===== config.mk =====
export PLATFORM = sky130hd
export DESIGN_NAME = multi_player_clock
export DESIGN_NICKNAME = d
export VERILOG_FILES = /design/src/rtl/multi_player_clock.sv
export SDC_FILE = /design/constraint.sdc
export NUM_CORES = 1
export LEC_CHECK = 0
export BUFFER_PORTS_ARGS = -buffer_cell sky130_fd_sc_hd__buf_2
export CAP_MARGIN = 20
export CORE_MARGIN = 10
export CORE_UTILIZATION = 50
export CTS_CLUSTER_DIAMETER = 200
export DETAILED_ROUTE_END_ITERATION = 12
export GPL_TIMING_DRIVEN = 0
export PLACE_DENSITY = 0.81
export SLEW_MARGIN = 25
export SYNTH_ARGS = -nofsm -noshare
export SYNTH_HDL_FRONTEND = slang
export SYNTH_SLANG_ARGS = --single-unit

===== constraint.sdc =====
create_clock -name CLK -period 3.42 [get_ports CLK]
set_input_delay 0.342 -clock CLK [delete_from_list [all_inputs] [get_ports CLK]]
set_output_delay 0.342 -clock CLK [all_outputs]
set_load 0.005 [all_outputs]

===== src/rtl/multi_player_clock.sv =====
// N-player chess-clock countdown core: BCD times per player, pause with preserved
// prescaler phase, per-player expiry flags. Optional Fischer increment via INCREMENT_EN.
module multi_player_clock #(
    parameter int N_PLAYERS = 2,
    parameter int TICK_DIV  = 1000,
    parameter int INC_SEC   = 5
) (
    input  logic                   CLK,
    input  logic                   CLR,
    input  logic                   CE,
    input  logic                   SELECT,
    input  logic                   STOP,
    input  logic                   LOAD,
    input  logic [6:0]             preset_min,
    input  logic [5:0]             preset_sec,
    output logic [2:0]             active,
    output logic [16*N_PLAYERS-1:0] digits,
    output logic [N_PLAYERS-1:0]   flag,
    output logic                   running,
    output logic                   END
);

    localparam int PW = $clog2(TICK_DIV);
    localparam int AW = (N_PLAYERS > 1) ? $clog2(N_PLAYERS) : 1;

    if (N_PLAYERS < 2 || N_PLAYERS > 8) begin : g_bad_players
        $error("N_PLAYERS must be in 2..8");
    end
    if (TICK_DIV < 2) begin : g_bad_div
        $error("TICK_DIV must be at least 2");
    end
    if (INC_SEC < 0 || INC_SEC > 59) begin : g_bad_inc
        $error("INC_SEC must be in 0..59");
    end

    typedef enum logic [1:0] {S_IDLE, S_RUN, S_PAUSE, S_DONE} state_t;

    state_t          state, state_d;
    logic [15:0]     times [N_PLAYERS];
    logic [PW-1:0]   pre;
    logic [AW-1:0]   act;
    logic [AW-1:0]   next_act;
    logic [15:0]     cur;
    logic            tick;
    logic [6:0]      pm;
    logic [5:0]      ps;
    logic [15:0]     preset_bcd;

    function automatic logic [7:0] bin2bcd(input logic [6:0] v);
        return {4'(v / 7'd10), 4'(v % 7'd10)};
    endfunction

    function automatic logic [15:0] dec_bcd(input logic [15:0] t);
        logic [3:0] mt, mu, st, su;
        {mt, mu, st, su} = t;
        if (su != 4'd0) su = su - 4'd1;
        else begin
            su = 4'd9;
            if (st != 4'd0) st = st - 4'd1;
            else begin
                st = 4'd5;
                if (mu != 4'd0) mu = mu - 4'd1;
                else begin
                    mu = 4'd9;
                    mt = mt - 4'd1;
                end
            end
        end
        return {mt, mu, st, su};
    endfunction

`ifdef INCREMENT_EN
    function automatic logic [15:0] inc_bcd(input logic [15:0] t);
        logic [6:0] m, s;
        m = 7'(t[15:12]) * 7'd10 + 7'(t[11:8]);
        s = 7'(t[7:4]) * 7'd10 + 7'(t[3:0]) + 7'(INC_SEC);
        if (s >= 7'd60) begin
            s = s - 7'd60;
            m = m + 7'd1;
        end
        if (m > 7'd99) return 16'h9959;
        return {bin2bcd(m), bin2bcd(s)};
    endfunction
`endif

    assign pm         = (preset_min > 7'd99) ? 7'd99 : preset_min;
    assign ps         = (preset_sec > 6'd59) ? 6'd59 : preset_sec;
    assign preset_bcd = {bin2bcd(pm), bin2bcd({1'b0, ps})};
    assign cur        = times[act];
    assign tick       = (pre == PW'(TICK_DIV - 1));
    assign next_act   = (act == AW'(N_PLAYERS - 1)) ? '0 : act + 1'b1;
    assign active     = 3'(act);

    for (genvar g = 0; g < N_PLAYERS; g++) begin : g_digits
        assign digits[16*g +: 16] = times[g];
    end

    always_ff @(posedge CLK) begin
        if (CLR) state <= S_IDLE;
        else if (CE) state <= state_d;
    end

    // Zero-time check ranks with the tick: STOP and SELECT take precedence.
    always_comb begin
        state_d = state;
        if (LOAD) state_d = S_IDLE;
        else begin
            case (state)
                S_IDLE:  if (SELECT) state_d = S_RUN;
                S_RUN: begin
                    if (STOP) state_d = S_PAUSE;
                    else if (!SELECT && (cur == 16'h0000 || (tick && cur == 16'h0001)))
                        state_d = S_DONE;
                end
                S_PAUSE: if (STOP) state_d = S_RUN;
                default: ;
            endcase
        end
    end

    always_comb begin
        running = (state == S_RUN);
        END     = (state == S_DONE);
    end

    always_ff @(posedge CLK) begin
        if (CLR) begin
            for (int unsigned p = 0; p < N_PLAYERS; p++) times[p] <= '0;
            flag <= '0;
            act  <= '0;
            pre  <= '0;
        end else if (CE) begin
            if (LOAD) begin
                for (int unsigned p = 0; p < N_PLAYERS; p++) times[p] <= preset_bcd;
                flag <= '0;
                act  <= '0;
                pre  <= '0;
            end else if (state == S_IDLE) begin
                if (SELECT) pre <= '0;
            end else if (state == S_RUN && !STOP) begin
                if (SELECT) begin
                    act <= next_act;
                    pre <= '0;
`ifdef INCREMENT_EN
                    times[act] <= inc_bcd(cur);
`endif
                end else if (cur == 16'h0000) begin
                    flag[act] <= 1'b1;
                end else begin
                    pre <= tick ? '0 : pre + 1'b1;
                    if (tick) begin
                        times[act] <= dec_bcd(cur);
                        if (cur == 16'h0001) flag[act] <= 1'b1;
                    end
                end
            end
        end
    end

endmodule


[After elaboration in Yosys (flattened, before gate mapping)]
Memory sizes are Yosys's and may differ from the RTL's. A register that Yosys moved wholly into a read port is not among the register bits.
Index checks and enable logic that the tools add are counted.
W data, S select, Z words.
Storage, ports and cells
  bits in writable memories: 32
  register bits: 15
  bits in read-only memories: 0
  memories kept: 1
  word-level logic and storage cells: 148
  input port bits: 19
  output and inout bits: 39
  bits in latches: 0
Operators by class
  $lt $le $gt $ge: 4
  bitwise operators: 3
  $add $sub $neg: 6
  multiplexer cells: 92
  divide/modulo/power cells: 4
  reductions and logical operators: 23
  shifts and indexed selects: 0
  $mul: 0
  equal/unequal tests: 11
Memories
  times: depth 2, width 16, read ports 3, clocked after Yosys merged registers in 1, write ports 2, RTL line 39  | logic [15:0] times [N_PLAYERS];
Operators by type and width (number)
  $mux W4: 41
  $mux W10: 7
  $mux W16: 3
  $mux W1: 25
  $mux W2: 12
  $eq A16 B1 Y1 const B: 1
  $logic_not A16 Y1: 1
  $reduce_bool A4 Y1: 4
  $reduce_or A16 Y1: 1
  $sub A4 B1 Y4 const B: 4
  $add A10 B1 Y10 const B: 1
  $eq A10 B10 Y1 const B: 1
  $reduce_bool A3 Y1: 3
  $reduce_and A4 Y1: 2
  $div A6 B4 Y7 const B: 1
  $div A7 B4 Y7 const B: 1
  $gt A7 B7 Y1 const B: 1
  $mod A6 B4 Y7 const B: 1
  $mod A7 B4 Y7 const B: 1
  $mux W7: 1
  $gt A6 B6 Y1 const B: 1
  $mux W6: 1
  $ne A3 B3 Y1 const B: 2
  $pmux W2 S3: 1
  19 further kinds: 26

[Logic depth before layout (Yosys ltp)]
  depth in word-level cells: 13
  mapped depth: 19
  depth with buffers taken out: 17

[Least setup slack after synthesis]
No wires, ideal clock.
  path type: in2reg
  start: in preset_min[4]
  end: mem times[0][10] (data pin)
  path buffers: 1
  required time: 3154 ps
  data arrival time: 3404 ps
  stages: 18
  slack: -250 ps
  library setup time: 266 ps
  cell sequence: buf_6 inv_2 a21oi_1 ha_1 or3_1 o211ai_4 ha_1 nor3_1 a2111oi_2 o2bb2ai_1 a31oi_1 a311oi_2 inv_1 ha_1 a2111o_1 and2_4 a211oi_2 o21ai_0
RTL lines
  from (decl): RTL line 14  | input logic [6:0] preset_min,
  to (decl): RTL line 39

==> reports/qor.csv <==
stage,metric,value,unit
outcome,violations,negative setup slack,
worst_setup_path,reg2reg_depth,8,
finish,num_antenna_cells,0,
die,die_h,106,microns
die,core.rowCount,31,
detailed_routing,drc,0,
die,initial_core_util,51.3,%
hold_path,hold_path_class,input pin to flip-flop,
worst_setup_path,worstPathRequired,3480,ps
place,dpl.cell_count,583,
finish,layout_commonest_cell,buf_2,
timing,worst_slack,-74.1,ps
finish,final_area,0.00449,sq mm
detailed_routing,drt_iter0_markers,195,
synth,synth_edf_count,32,
timing,fin_crit,3490,ps
timing,relSlewSlack,45.5,%
timing,setup_viol,4,
timing,rsz0062_at_grt,yes,
detailed_routing,firstDrtPassIters,5,
worst_setup_path,start_kind,input pin,
synth,ys_seq_area_share,34.6,%
synth,synthesis.area,0.00370,sq mm
synth,synth_xor_area_share,3.55,%
worst_setup_path,arrival,3550,ps
timing,fmax,0.286,GHz
outcome,status,"complete, but fails checks",
clocking,cts_sinks,48,
die,die_width,106,microns
worst_setup_path,end_kind,flip-flop,
die,coreArea,0.00721,sq mm
finish,layout.cells.non_filler,606,
hold_path,holdPathStages,3,
die,boundaryPins,58,
synth,synthArstFlopShare,0,%
place,dpl.hpwl,7.71,mm
timing,setup_tns,-179,ps
synth,yosys.area_share.simple,24.0,%
timing,whs,440,ps
synth,synth_compound_area_share,24.9,%
global_routing,grtUsageTotal,17.8,%
place,gp_congestion,0.928,
finish,final_nets,533,
detailed_routing,wl,10.6,mm
global_routing,grt_pass1_vias,3557,
synth,netlist_instances,429,
detailed_routing,drtAntennaViolNets,0,
synth,synth_mux_area_share,5.38,%
global_routing,antenna_found_initial,0,
detailed_routing,wl_per_cell,17.4,microns
die,dieArea,0.0112,sq mm
synth,yosys_most_used_dff,edfxtp_1,
clocking,cts_buffer_depth,2,
clocking,clock_latency,310,ps
clocking,cts_tree,built,
synth,synth_cell_types,78,
timing,final_max_slew_viol_count,0,
synth,synth_top_family_by_area,compound AO/OA/AOI/OAI gates,
clocking,cts.htree.levels,2,
timing,hold_viol,0,
detailed_routing,vias_per_cell,6.08,
global_routing,grt_pass1_wl,16.9,mm
worst_setup_path,path_class,input pin to flip-flop,
clocking,path_clk_slew,90,ps
clocking,clockRootBuffer,clkbuf_8,
detailed_routing,vias,3682,
place,port_buffers,54,
worst_setup_path,cp_max_fo,4,
synth,ys_warn_count,0,
finish,areaGrowthSynthToFinish,21.4,%
timing,worst_slew_pin_slew,815,ps
pwr,peakVddDrop,0.156,mV
synth,synthAdderAreaFrac,2.70,%
pwr,static-leakage-power,1.70,nW
run,cap_violations,0,
global_routing,grt_max_degree,20,
global_routing,grt.overflow.total,0,
place,post_dp_cell_area,0.00416,sq mm
finish,drive_gt1_share,26.8,%
synth,synth_seq_cells,48,
clocking,numCtsBuffers,5,
pwr,p_per_area,330,mW/mm^2
timing,fin_crit_sh,102,%
finish,layout_common_cells,"52 x buf_2, 49 x nor2_1, 42 x o21ai_0",
timing,fin_skew,5.14,ps
synth,syn_avg_cell_area,8.63,sq um
[worst max-delay path: stages]
cell and delay [ps]:
buf_8 100, buf_12 120, clkinv_8 30, a21oi_2 20, ha_2 170, or3_4 330, o211ai_4 100, ha_4 190
inv_1 70, a2111oi_4 340, o2bb2ai_4 140, and4_1 170, a311oi_2 230, inv_1 120, ha_4 180, a2111o_1 410
and2_4 180, a211oi_4 190, o21ai_1 90
[worst paths after layout]
path / start / to / slack [ps]
max: preset_min[4] / times[0][10] / -70
min: preset_sec[0] / times[1][0] / 440
max reg2reg: flip-flop / times[1][14] / 180
min reg2reg: flag[1] / flag[1] / 480
[metrics by stage]
step / worst slack (ps) / utilization (%) / power [mW]
2_1_floorplan: -198 / - / 0.971
3_3_place_gp: -683 / 57.7 / 1.09
3_5_place_dp: -745 / 57.7 / 1.10
4_1_cts: -55.7 / 60.4 / 1.44
5_1_grt: -233 / 62.3 / 1.55
6_report: -74.1 / 62.3 / 1.48
[cell families after synthesis]
family / Yosys count
flops: 48
other cells: 1
mux: 19
compound gates: 137
xor+xnor: 15
simple gates: 166
buf+inv: 35
fa+ha+maj: 8
[metal layers]
metal,global-route usage (%),vias to the layer above,wire [microns]
li1,-,1759,-
met5,0,-,0
met4,6.58,0,226
met1,20.7,1761,4480
met2,31.6,141,5240
met3,3.50,21,616
[state kept, by name (all words and copies together), names as in the netlist, named ones only]
| signal | count |
|---|---|
| times | 32 |
| state | 2 |
| flag | 2 |
| pre | 10 |
| act | 1 |
[Yosys cell counts (3+ instances only)]
master    number  area share (%)
mux2_2         3            0.91
clkbuf_1      10             1.0
xnor2_1       11             2.6
buf_6          4             1.2
nor3b_1        7             1.4
or4_1          3            0.61
and2_1         5            0.85
a211oi_1       5             1.0
o21ai_0       48             6.5
nor2_1        50             5.1
ha_1           8             2.7
inv_1         14             1.4
nand4_1        4            0.68
a21o_1         3            0.61
nand2_1       32             3.2
nor4_1         3            0.51
xor2_1         4            0.95
nand3_1        5            0.68
a21bo_2        3            0.81
edfxtp_1      32              26
nor2b_1        4            0.68
or2_2          6             1.0
mux2i_1       15             4.1
and3_1         4            0.68
o22ai_1       10             1.7
a21oi_1       22             3.0
nor3_1        14             1.9
nand2b_1       4            0.68
dfxtp_1       16             8.7
or3_1          7             1.2
buf_4          3            0.61
o21a_1         4            0.81
o211ai_1       9             1.8
[power by group]
group	internal [mW]	total (mW)	switching, mW
Clock	0.139	0.335	0.195
Sequential	0.661	0.699	0.0379
Combinational	0.201	0.451	0.250
[layout make-up]
type	instances	area [sq um]
buffer	18	126
tap	99	124
sequential	48	1280
timing repair buffer	70	417
clock buffer	5	68.8
inverter	16	72.6
multi-input combinational	347	2390
fill	633	2720
clock inverter	3	13.8
[timing repair]
action | CTS | global route
pin swaps | 13 | 9
gates cloned | 0 | 0
buffers inserted | 9 | 7
hold buffers | 0 | 0
resized for setup | 13 | 20
endpoints found under the hold margin | 0 | 0
endpoints found under the setup margin | 38 | 6
(Power assumes the default switching activity.)
